==> src/rtl/mips_pkg.sv <==
// Shared MIPS control definitions: opcodes, mux/ALU encodings, sequencer states
// and the per-state Moore control decode.
package mips_pkg;

    localparam logic [5:0] R_TYPE = 6'b000000;
    localparam logic [5:0] LW     = 6'b100011;
    localparam logic [5:0] SW     = 6'b101011;
    localparam logic [5:0] BEQ    = 6'b000100;
    localparam logic [5:0] BNE    = 6'b000101;
    localparam logic [5:0] ADDI   = 6'b001000;
    localparam logic [5:0] J      = 6'b000010;
    localparam logic [5:0] JAL    = 6'b000011;
    localparam logic [5:0] F_JR   = 6'b001000;

    localparam logic [1:0] ALU_ADD   = 2'b00;
    localparam logic [1:0] ALU_SUB   = 2'b01;
    localparam logic [1:0] ALU_FUNCT = 2'b10;

    localparam logic       SRC_A_PC   = 1'b0;
    localparam logic       SRC_A_REG  = 1'b1;
    localparam logic [1:0] SRC_B_REG  = 2'b00;
    localparam logic [1:0] SRC_B_FOUR = 2'b01;
    localparam logic [1:0] SRC_B_IMM  = 2'b10;
    localparam logic [1:0] SRC_B_BOFF = 2'b11;

    localparam logic [1:0] PC_SRC_ALU    = 2'b00;
    localparam logic [1:0] PC_SRC_ALUOUT = 2'b01;
    localparam logic [1:0] PC_SRC_JUMP   = 2'b10;
    localparam logic [1:0] PC_SRC_REGA   = 2'b11;

    localparam logic [1:0] REG_DST_RT = 2'b00;
    localparam logic [1:0] REG_DST_RD = 2'b01;
    localparam logic [1:0] REG_DST_RA = 2'b10;

    localparam logic [1:0] TOREG_ALUOUT = 2'b00;
    localparam logic [1:0] TOREG_MDR    = 2'b01;
    localparam logic [1:0] TOREG_PC     = 2'b10;

    typedef enum logic [3:0] {
        S_IDLE      = 4'd0,
        S_FETCH     = 4'd1,
        S_DECODE    = 4'd2,
        S_MEM_ADDR  = 4'd3,
        S_MEM_RD    = 4'd4,
        S_MEM_WB    = 4'd5,
        S_MEM_WR    = 4'd6,
        S_R_EXEC    = 4'd7,
        S_R_WB      = 4'd8,
        S_ADDI_EXEC = 4'd9,
        S_ADDI_WB   = 4'd10,
        S_BRANCH    = 4'd11,
        S_JUMP      = 4'd12,
        S_JAL       = 4'd13,
        S_JR        = 4'd14,
        S_ERROR     = 4'd15
    } state_t;

    // Moore part of the controls; the *_gate/branch/jr fields are qualified
    // later by live mem_ready, zero or the captured JR flag.
    typedef struct packed {
        logic       iord;
        logic       mem_read;
        logic       mem_write;
        logic       alu_src_a;
        logic [1:0] alu_src_b;
        logic [1:0] alu_op;
        logic [1:0] pc_source;
        logic [1:0] reg_dst;
        logic [1:0] mem_toreg;
        logic       reg_write;
        logic       pc_write;
        logic       fetch_gate;
        logic       branch;
        logic       jr_jump;
        logic       done;
        logic       done_on_ready;
        logic       err;
    } ctrl_t;

    function automatic ctrl_t decode_ctrl(input state_t s);
        ctrl_t c;
        c = '0;
        case (s)
            S_FETCH: begin
                c.mem_read   = 1'b1;
                c.alu_src_a  = SRC_A_PC;
                c.alu_src_b  = SRC_B_FOUR;
                c.alu_op     = ALU_ADD;
                c.pc_source  = PC_SRC_ALU;
                c.fetch_gate = 1'b1;
            end
            S_DECODE: begin
                c.alu_src_a = SRC_A_PC;
                c.alu_src_b = SRC_B_BOFF;
                c.alu_op    = ALU_ADD;
            end
            S_MEM_ADDR, S_ADDI_EXEC: begin
                c.alu_src_a = SRC_A_REG;
                c.alu_src_b = SRC_B_IMM;
                c.alu_op    = ALU_ADD;
            end
            S_MEM_RD: begin
                c.mem_read = 1'b1;
                c.iord     = 1'b1;
            end
            S_MEM_WB: begin
                c.reg_dst   = REG_DST_RT;
                c.mem_toreg = TOREG_MDR;
                c.reg_write = 1'b1;
                c.done      = 1'b1;
            end
            S_MEM_WR: begin
                c.mem_write     = 1'b1;
                c.iord          = 1'b1;
                c.done_on_ready = 1'b1;
            end
            S_R_EXEC: begin
                c.alu_src_a = SRC_A_REG;
                c.alu_src_b = SRC_B_REG;
                c.alu_op    = ALU_FUNCT;
            end
            S_R_WB: begin
                c.reg_dst   = REG_DST_RD;
                c.mem_toreg = TOREG_ALUOUT;
                c.reg_write = 1'b1;
                c.done      = 1'b1;
            end
            S_ADDI_WB: begin
                c.reg_dst   = REG_DST_RT;
                c.mem_toreg = TOREG_ALUOUT;
                c.reg_write = 1'b1;
                c.done      = 1'b1;
            end
            S_BRANCH: begin
                c.alu_src_a = SRC_A_REG;
                c.alu_src_b = SRC_B_REG;
                c.alu_op    = ALU_SUB;
                c.pc_source = PC_SRC_ALUOUT;
                c.branch    = 1'b1;
                c.done      = 1'b1;
            end
            S_JUMP: begin
                c.pc_write  = 1'b1;
                c.pc_source = PC_SRC_JUMP;
                c.done      = 1'b1;
            end
            S_JAL: begin
                c.pc_write  = 1'b1;
                c.pc_source = PC_SRC_JUMP;
                c.reg_write = 1'b1;
                c.reg_dst   = REG_DST_RA;
                c.mem_toreg = TOREG_PC;
                c.done      = 1'b1;
            end
            S_JR: begin
                c.pc_source = PC_SRC_REGA;
                c.jr_jump   = 1'b1;
                c.done      = 1'b1;
            end
            S_ERROR: begin
                c.err = 1'b1;
            end
            default: begin
                c = '0;
            end
        endcase
        return c;
    endfunction

endpackage

==> src/rtl/multicycle_control_32.sv <==
// Multi-cycle MIPS sequencer: one FSM sharing the ALU and memory port across
// cycles, with registered Moore controls and live mem_ready/zero qualification.
module multicycle_control_32
    import mips_pkg::*;
#(
    parameter int CNT_W = 32
) (
    input  logic             clk,
    input  logic             rst_n,
    input  logic [5:0]       opcode,
    input  logic [5:0]       funct,
    input  logic             zero,
    input  logic             mem_ready,
    output logic             pc_write,
    output logic             iord,
    output logic             mem_read,
    output logic             mem_write,
    output logic             ir_write,
    output logic             alu_src_a,
    output logic [1:0]       alu_src_b,
    output logic [1:0]       alu_op,
    output logic [1:0]       pc_source,
    output logic [1:0]       reg_dst,
    output logic [1:0]       mem_toreg,
    output logic             reg_write,
    output logic             instr_done,
    output logic [CNT_W-1:0] instr_count,
    output logic             err_illegal_opcode
);

    state_t           state_r;
    state_t           next_state_s;
    ctrl_t            ctrl_r;
    ctrl_t            ctrl_next_s;
    logic [5:0]       op_q;
    logic             is_jr_q;
    logic [CNT_W-1:0] count_r;
    logic             is_bne_s;
    logic             instr_done_s;

    // Next-state selection; only DECODE looks at the live IR.
    always_comb begin
        next_state_s = state_r;
        case (state_r)
            S_IDLE:   next_state_s = S_FETCH;
            S_FETCH:  next_state_s = mem_ready ? S_DECODE : S_FETCH;
            S_DECODE: begin
                case (opcode)
                    R_TYPE: begin
                        if (funct == F_JR) begin
                            next_state_s = S_JR;
                        end else begin
                            next_state_s = S_R_EXEC;
                        end
                    end
                    LW, SW:   next_state_s = S_MEM_ADDR;
                    BEQ, BNE: next_state_s = S_BRANCH;
                    ADDI:     next_state_s = S_ADDI_EXEC;
                    J:        next_state_s = S_JUMP;
                    JAL:      next_state_s = S_JAL;
                    default:  next_state_s = S_ERROR;
                endcase
            end
            S_MEM_ADDR:  next_state_s = (op_q == LW) ? S_MEM_RD : S_MEM_WR;
            S_MEM_RD:    next_state_s = mem_ready ? S_MEM_WB : S_MEM_RD;
            S_MEM_WR:    next_state_s = mem_ready ? S_FETCH : S_MEM_WR;
            S_R_EXEC:    next_state_s = S_R_WB;
            S_ADDI_EXEC: next_state_s = S_ADDI_WB;
            S_MEM_WB, S_R_WB, S_ADDI_WB,
            S_BRANCH, S_JUMP, S_JAL, S_JR: next_state_s = S_FETCH;
            S_ERROR:     next_state_s = S_ERROR;
            default:     next_state_s = S_ERROR;
        endcase
    end

    // Output decode of the upcoming state so the controls leave a register.
    always_comb begin
        ctrl_next_s = decode_ctrl(next_state_s);
    end

    assign is_bne_s     = (op_q == BNE);
    assign instr_done_s = ctrl_r.done | (ctrl_r.done_on_ready & mem_ready);

    // State, captured instruction fields, registered controls and retire counter.
    always_ff @(posedge clk or negedge rst_n) begin
        if (!rst_n) begin
            state_r <= S_IDLE;
            ctrl_r  <= '0;
            op_q    <= 6'b000000;
            is_jr_q <= 1'b0;
            count_r <= '0;
        end else begin
            state_r <= next_state_s;
            ctrl_r  <= ctrl_next_s;
            if (state_r == S_DECODE) begin
                op_q    <= opcode;
                is_jr_q <= (opcode == R_TYPE) && (funct == F_JR);
            end
            if (instr_done_s) begin
                count_r <= count_r + {{(CNT_W-1){1'b0}}, 1'b1};
            end
        end
    end

    assign iord               = ctrl_r.iord;
    assign mem_read           = ctrl_r.mem_read;
    assign mem_write          = ctrl_r.mem_write;
    assign alu_src_a          = ctrl_r.alu_src_a;
    assign alu_src_b          = ctrl_r.alu_src_b;
    assign alu_op             = ctrl_r.alu_op;
    assign pc_source          = ctrl_r.pc_source;
    assign reg_dst            = ctrl_r.reg_dst;
    assign mem_toreg          = ctrl_r.mem_toreg;
    assign reg_write          = ctrl_r.reg_write;
    assign err_illegal_opcode = ctrl_r.err;
    assign ir_write           = ctrl_r.fetch_gate & mem_ready;
    assign pc_write           = ctrl_r.pc_write
                              | (ctrl_r.fetch_gate & mem_ready)
                              | (ctrl_r.branch & (zero ^ is_bne_s))
                              | (ctrl_r.jr_jump & is_jr_q);
    assign instr_done         = instr_done_s;
    assign instr_count        = count_r;

endmodule

==> config.mk <==
export PLATFORM = sky130hd
export DESIGN_NAME = multicycle_control_32
export DESIGN_NICKNAME = d
export VERILOG_FILES = /design/src/rtl/mips_pkg.sv /design/src/rtl/multicycle_control_32.sv
export SDC_FILE = /design/constraint.sdc
export NUM_CORES = 1
export LEC_CHECK = 0
export BUFFER_PORTS_ARGS = -buffer_cell sky130_fd_sc_hd__buf_2
export CAP_MARGIN = 15
export CELL_PAD_IN_SITES_DETAIL_PLACEMENT = 0
export CELL_PAD_IN_SITES_GLOBAL_PLACEMENT = 1
export CORE_MARGIN = 2
export CORE_UTILIZATION = 40
export CTS_CLUSTER_SIZE = 30
export DETAILED_ROUTE_END_ITERATION = 10
export GPL_ROUTABILITY_DRIVEN = 0
export PLACE_DENSITY = 0.89
export SLEW_MARGIN = 20
export SYNTH_ARGS = -nofsm -noshare
export SYNTH_HDL_FRONTEND = slang
export SYNTH_SLANG_ARGS = --single-unit
==> constraint.sdc <==
create_clock -name clk -period 2.6 [get_ports clk]
set_clock_uncertainty 0.2 [all_clocks]
set_input_delay 0.52 -clock clk [delete_from_list [all_inputs] [get_ports clk]]
set_output_delay 0.52 -clock clk [all_outputs]
set_load 0.02 [all_outputs]
# [Word level (Yosys, flattened, before mapping)]
# Cells that the tools add are included.
# Widths: inputs -> output; s select.
[totals] inputBits=16 register_bits=64
[op_classes] eq_ne=40 bitwise=9 n_addsub=1 n_mux=19 reduce_logical=11
[op_table] op="$eq 4x4->1 const B" count=16
[op_table] op="$pmux 4 s9" count=1
[op_table] op="$add 32x1->32 const B" count=1
[op_table] op="$eq 4x3->1 const B" count=8
[op_table] op="$pmux 5 s5" count=1
[op_table] op="$pmux 4 s6" count=1
[op_table] op="$pmux 5 s4" count=1
[op_table] op="$eq 6x3->1 const B" count=3
[op_table] op="$eq 6x6->1 const B" count=3
[op_table] op="$eq 4x2->1 const B" count=4
[op_table] op="$eq 6x2->1 const B" count=2
[op_table] op="$eq 6x4->1 const B" count=2
[op_table] op="$reduce_or 2->1" count=6
[op_table] op="$mux 1" count=10
[op_table] op="$eq 4x1->1 const B" count=2
[op_table] op="$reduce_or 8->1" count=1
[op_table] op="$reduce_or 7->1" count=1
[op_table] op="$logic_not 6->1" count=1
[op_table] op="$pmux 2 s3" count=1
[op_table] op="$and 1x1->1" count=4
[op_table] op="$logic_not 4->1" count=1
[op_table] op="$mux 2" count=2
[op_table] op="$mux 4" count=1
[op_table] op="$or 1x1->1" count=4
[op_table] op="3 further kinds" count=3

# [Logic depth before layout (Yosys ltp)]
[logic_depth] depth_word=7 depth_mapped=8 mapped_depth_nobuf=6

# [Worst setup path after synthesis]
# Ideal clock, no wire load.
[synth_timing] path_type="input-to-reg" from="input opcode[1]" to="register ctrl_r, in the netlist alu_src_b[1]" path_slack_ns=0.302 path_buffers=1 setup_ns=0.094 cell_stages=7 arrival_time_ns=2.005 path_cell_list="clkbuf_2 -> or4_1 -> a211oi_1 -> a21oi_1 -> nor2_4 -> inv_2 -> a211oi_1"
[synth_rtl] item="start: declaration" line="multicycle_control_32.sv:10" text="input logic [5:0] opcode,"
[synth_rtl] item="end signal: assignment" line="multicycle_control_32.sv:94" text="ctrl_r <= ctrl_next_s;"
[synth_rtl] item="end: declaration" line="multicycle_control_32.sv:33" text="ctrl_t ctrl_r;"

==> metrics.txt <==
# TYPE chip_impl_metric gauge
chip_impl_metric{name="synthArstFlopShare",unit=""} 1.00
chip_impl_metric{name="drc",unit=""} 0
chip_impl_info{name="timing.rr.end",value="reg_write"} 1
chip_impl_metric{name="worstSkewPairLatency",unit="ns"} 0.34
chip_impl_info{name="endpoint_with_the_worst_hold_slack",value="op_q[5]"} 1
chip_impl_metric{name="grt_start_max_net_pins",unit=""} 40
chip_impl_info{name="clockRootBuffer",value="sky130_fd_sc_hd__clkbuf_8"} 1
chip_impl_metric{name="die_width",unit="um"} 90.4
chip_impl_metric{name="p_clk_frac",unit=""} 0.244
chip_impl_metric{name="die-height",unit="um"} 90.4
chip_impl_metric{name="hold_violations",unit=""} 0
chip_impl_metric{name="wl",unit="um"} 6290
chip_impl_metric{name="ys_seq_area_frac",unit=""} 0.528
chip_impl_metric{name="relSlewSlack",unit=""} 0.619
chip_impl_metric{name="design.final.nets",unit=""} 373
chip_impl_metric{name="dr_total_vias",unit=""} 2339
chip_impl_info{name="rsz0062_at_grt",value="false"} 1
chip_impl_metric{name="global_route_wire_length_before_repair",unit="um"} 10500
chip_impl_metric{name="antenna_cells_inserted",unit=""} 0
chip_impl_info{name="outcome",value="complete, no violations"} 1
chip_impl_metric{name="grt-ovfl-total",unit=""} 0
chip_impl_metric{name="synth.net_count",unit=""} 307
chip_impl_metric{name="cts.repair.resized",unit=""} 0
chip_impl_metric{name="cp_data_required_time",unit="ns"} 2.64
chip_impl_metric{name="cts_inserted_buffers",unit=""} 9
chip_impl_metric{name="grt_pass1_vias",unit=""} 2198
chip_impl_metric{name="intPower",unit="mW"} 2.20
chip_impl_metric{name="period_minus_slack",unit="ns"} 2.39
chip_impl_metric{name="yosys_warnings",unit=""} 0
chip_impl_metric{name="cts.sink_count",unit=""} 63
chip_impl_metric{name="report.final.slew_viol_count",unit=""} 0
chip_impl_metric{name="hold_buffers",unit=""} 1
chip_impl_metric{name="reg2regPathDepth",unit=""} 5
chip_impl_metric{name="power.leakage",unit="nW"} 1.83
chip_impl_metric{name="p_per_area",unit="nW/um^2"} 987
chip_impl_metric{name="rows",unit=""} 31
chip_impl_metric{name="min_period_over_period",unit=""} 0.919
chip_impl_metric{name="netlist_instances",unit=""} 290
chip_impl_metric{name="arrival",unit="ns"} 2.43
chip_impl_metric{name="firstDrtPassIters",unit=""} 4
chip_impl_info{name="critical_path.endpoint_type",value="flop"} 1
chip_impl_info{name="synth_top_flop_cell",value="sky130_fd_sc_hd__dfrtp_1"} 1
chip_impl_metric{name="vias_per_cell",unit=""} 5.08
chip_impl_metric{name="sequential_power_share",unit=""} 0.380
chip_impl_metric{name="number_of_cells_on_the_worst_hold_path",unit=""} 3
chip_impl_metric{name="maxCapViolCount",unit=""} 0
chip_impl_metric{name="avgRoutedWirePerCell",unit="um"} 13.7
chip_impl_metric{name="floorplan.io_pins",unit=""} 67
chip_impl_metric{name="core_area",unit="um^2"} 7250
chip_impl_metric{name="avgSynthCellArea",unit="um^2"} 10.3
chip_impl_info{name="critPathLaunch",value="state_r[0]"} 1
chip_impl_metric{name="synthToLayoutAreaGrowth",unit="%"} 20.5
chip_impl_info{name="setup.worst_path.start_class",value="flop"} 1
chip_impl_metric{name="io_buffer_count",unit=""} 66
chip_impl_metric{name="ff2ff_setup_slack",unit="ns"} 0.21
chip_impl_metric{name="dp_hpwl",unit="um"} 4750
chip_impl_metric{name="clkSlewWorstSetupHoldPaths",unit="ns"} 0.07
chip_impl_metric{name="clock_path_buffers",unit=""} 2
chip_impl_info{name="worst-setup-path-type",value="flop to flop"} 1
chip_impl_metric{name="die_area",unit="um^2"} 8180
chip_impl_metric{name="worst_pin_slew",unit="ns"} 0.566
chip_impl_metric{name="initial_utilization",unit=""} 0.412
chip_impl_info{name="tritoncts",value="yes"} 1
chip_impl_info{name="min_from",value="opcode[5]"} 1
chip_impl_info{name="timing.rr.start",value="state_r[0]"} 1
chip_impl_metric{name="vdd_ir_drop_max",unit="mV"} 0.341
chip_impl_metric{name="postCtsSetupBuffers",unit=""} 0
chip_impl_metric{name="syn_area",unit="um^2"} 2990
chip_impl_metric{name="power.combinational.fraction",unit=""} 0.376
chip_impl_metric{name="antenna_left",unit=""} 0
chip_impl_metric{name="critPathMaxFanout",unit=""} 9
chip_impl_metric{name="swShare",unit=""} 0.380
chip_impl_metric{name="synth_cell_type_count",unit=""} 51
chip_impl_metric{name="htree_levels",unit=""} 3
chip_impl_info{name="hold_path_class",value="input pin to flop"} 1
chip_impl_metric{name="postSynthRegisterBits",unit=""} 63
chip_impl_metric{name="drtIter0Drc",unit=""} 84
chip_impl_metric{name="final.setup.tns",unit="ns"} 0
chip_impl_metric{name="maxClockFrequency",unit="MHz"} 419
chip_impl_metric{name="final_setup_vio_count",unit=""} 0
chip_impl_metric{name="grt_antenna_before_repair",unit=""} 0
chip_impl_metric{name="synth_enable_flop_cells",unit=""} 0
chip_impl_metric{name="drive_gt1_frac",unit=""} 0.277
chip_impl_metric{name="power.net_switching",unit="mW"} 1.35
chip_impl_metric{name="grtUsageTotal",unit=""} 0.163
chip_impl_metric{name="final_util",unit=""} 0.496
==> final cells by class <==
class	count	area (um^2)
fill	688	3650
sequential	63	1580
multi-input combinational	199	1250
timing repair buffer	75	413
clock buffer	11	151
tap	99	124
clock inverter	5	56.3
inverter	8	30.0
==> registers in the layout, summed over array words and instances, names as in the netlist, 2 cells and up <==
register,flops
state_r,4
mem_toreg,2
alu_src_b,2
pc_source,2
op_q,6
instr_count,32
alu_op,2
ctrl_r,6
==> synthesized netlist by cell type (2+ instances only) <==
cell type,n,area (um^2)
sky130_fd_sc_hd__xor2_1,10,87.6
sky130_fd_sc_hd__buf_4,10,75.1
sky130_fd_sc_hd__buf_2,2,10.0
sky130_fd_sc_hd__nand3_1,14,70.1
sky130_fd_sc_hd__nand2b_1,4,25.0
sky130_fd_sc_hd__clkbuf_1,4,15.0
sky130_fd_sc_hd__dfrtp_1,63,1580
sky130_fd_sc_hd__nor4_1,6,37.5
sky130_fd_sc_hd__nand2_1,35,131
sky130_fd_sc_hd__nor2_1,16,60.1
sky130_fd_sc_hd__a211oi_1,9,67.6
sky130_fd_sc_hd__o211ai_1,2,15.0
sky130_fd_sc_hd__xnor2_1,23,201
sky130_fd_sc_hd__nor3_1,11,55.1
sky130_fd_sc_hd__inv_1,7,26.3
sky130_fd_sc_hd__nor2b_1,4,25.0
sky130_fd_sc_hd__and3_1,9,56.3
sky130_fd_sc_hd__and4_1,3,26.3
sky130_fd_sc_hd__a21oi_1,5,25.0
sky130_fd_sc_hd__nand4_1,10,62.6
sky130_fd_sc_hd__and2_1,6,37.5
sky130_fd_sc_hd__buf_6,2,22.5
sky130_fd_sc_hd__nor3b_1,4,30.0
sky130_fd_sc_hd__o21ai_0,4,20.0
==> critical path, stage by stage (launching register included) <==
cell and delay, ns:
sky130_fd_sc_hd__dfrtp_1 0.47, sky130_fd_sc_hd__or4b_4 0.61, sky130_fd_sc_hd__a211oi_1 0.29, sky130_fd_sc_hd__a211oi_2 0.10
sky130_fd_sc_hd__or2_4 0.26, sky130_fd_sc_hd__o41ai_2 0.34
==> power groups by stage <==
stage | sequential (mW) | clock, mW | combinational [mW]
floorplan | 1.39 | 0 | 0.952
CTS | 1.35 | 0.887 | 1.35
global route | 1.38 | 0.943 | 1.48
finish | 1.35 | 0.868 | 1.34
detailed placement | 1.37 | 0 | 1.34
global placement | 1.36 | 0 | 1.32
==> layer usage <==
metal  wire (um)  track usage
met2        3110        0.265
met3         373       0.0459
met1        2740        0.203
met4          65       0.0692
met5           0            0
==> worst max-delay path by stage <==
stage | to | depth (start not counted)
global placement | reg_write | 5
finish | reg_write | 5
global route | pc_write | 6
floorplan | alu_src_b[1] | 7
detailed placement | mem_read | 6
CTS | reg_write | 5
==> logic make-up after synthesis <==
logic type                 synth area share
AOI/OAI and AO/OA                    0.0750
buffers and inverters                0.0540
DFF                                   0.528
and+or+nand+nor                       0.239
muxes                               0.00377
adders and majority gates           0.00419
xor gates and xnor gates             0.0967
==> per-stage QoR <==
stage | setup slack [ns] | power [mW] | hold slack [ns] | instances | instance area, um^2
finish | 0.211 | 3.56 | 0.253 | 460 | 3600
global route | 0.105 | 3.80 | 0.266 | 460 | 3600
CTS | 0.185 | 3.59 | 0.244 | 460 | 3600
detailed placement | 0.0769 | 2.71 | 0.260 | 443 | 3380
global placement | 0.174 | 2.69 | 0.255 | 443 | 3380
floorplan | 0.302 | 2.34 | 0.0244 | 290 | 2990
==> layout by cell type (no fill, tap or decap), types with 5 or more instances in the layout <==
| master | n |
|---|---|
| sky130_fd_sc_hd__a211oi_1 | 9 |
| sky130_fd_sc_hd__a21oi_1 | 5 |
| sky130_fd_sc_hd__and2_1 | 6 |
| sky130_fd_sc_hd__and3_1 | 9 |
| sky130_fd_sc_hd__buf_2 | 66 |
| sky130_fd_sc_hd__buf_4 | 7 |
| sky130_fd_sc_hd__clkbuf_8 | 11 |
| sky130_fd_sc_hd__dfrtp_1 | 63 |
| sky130_fd_sc_hd__inv_1 | 7 |
| sky130_fd_sc_hd__nand2_1 | 35 |
| sky130_fd_sc_hd__nand3_1 | 14 |
| sky130_fd_sc_hd__nand4_1 | 10 |
| sky130_fd_sc_hd__nor2_1 | 16 |
| sky130_fd_sc_hd__nor3_1 | 11 |
| sky130_fd_sc_hd__nor4_1 | 6 |
| sky130_fd_sc_hd__xnor2_1 | 23 |
| sky130_fd_sc_hd__xor2_1 | 10 |
(Power assumes the default switching activity.)
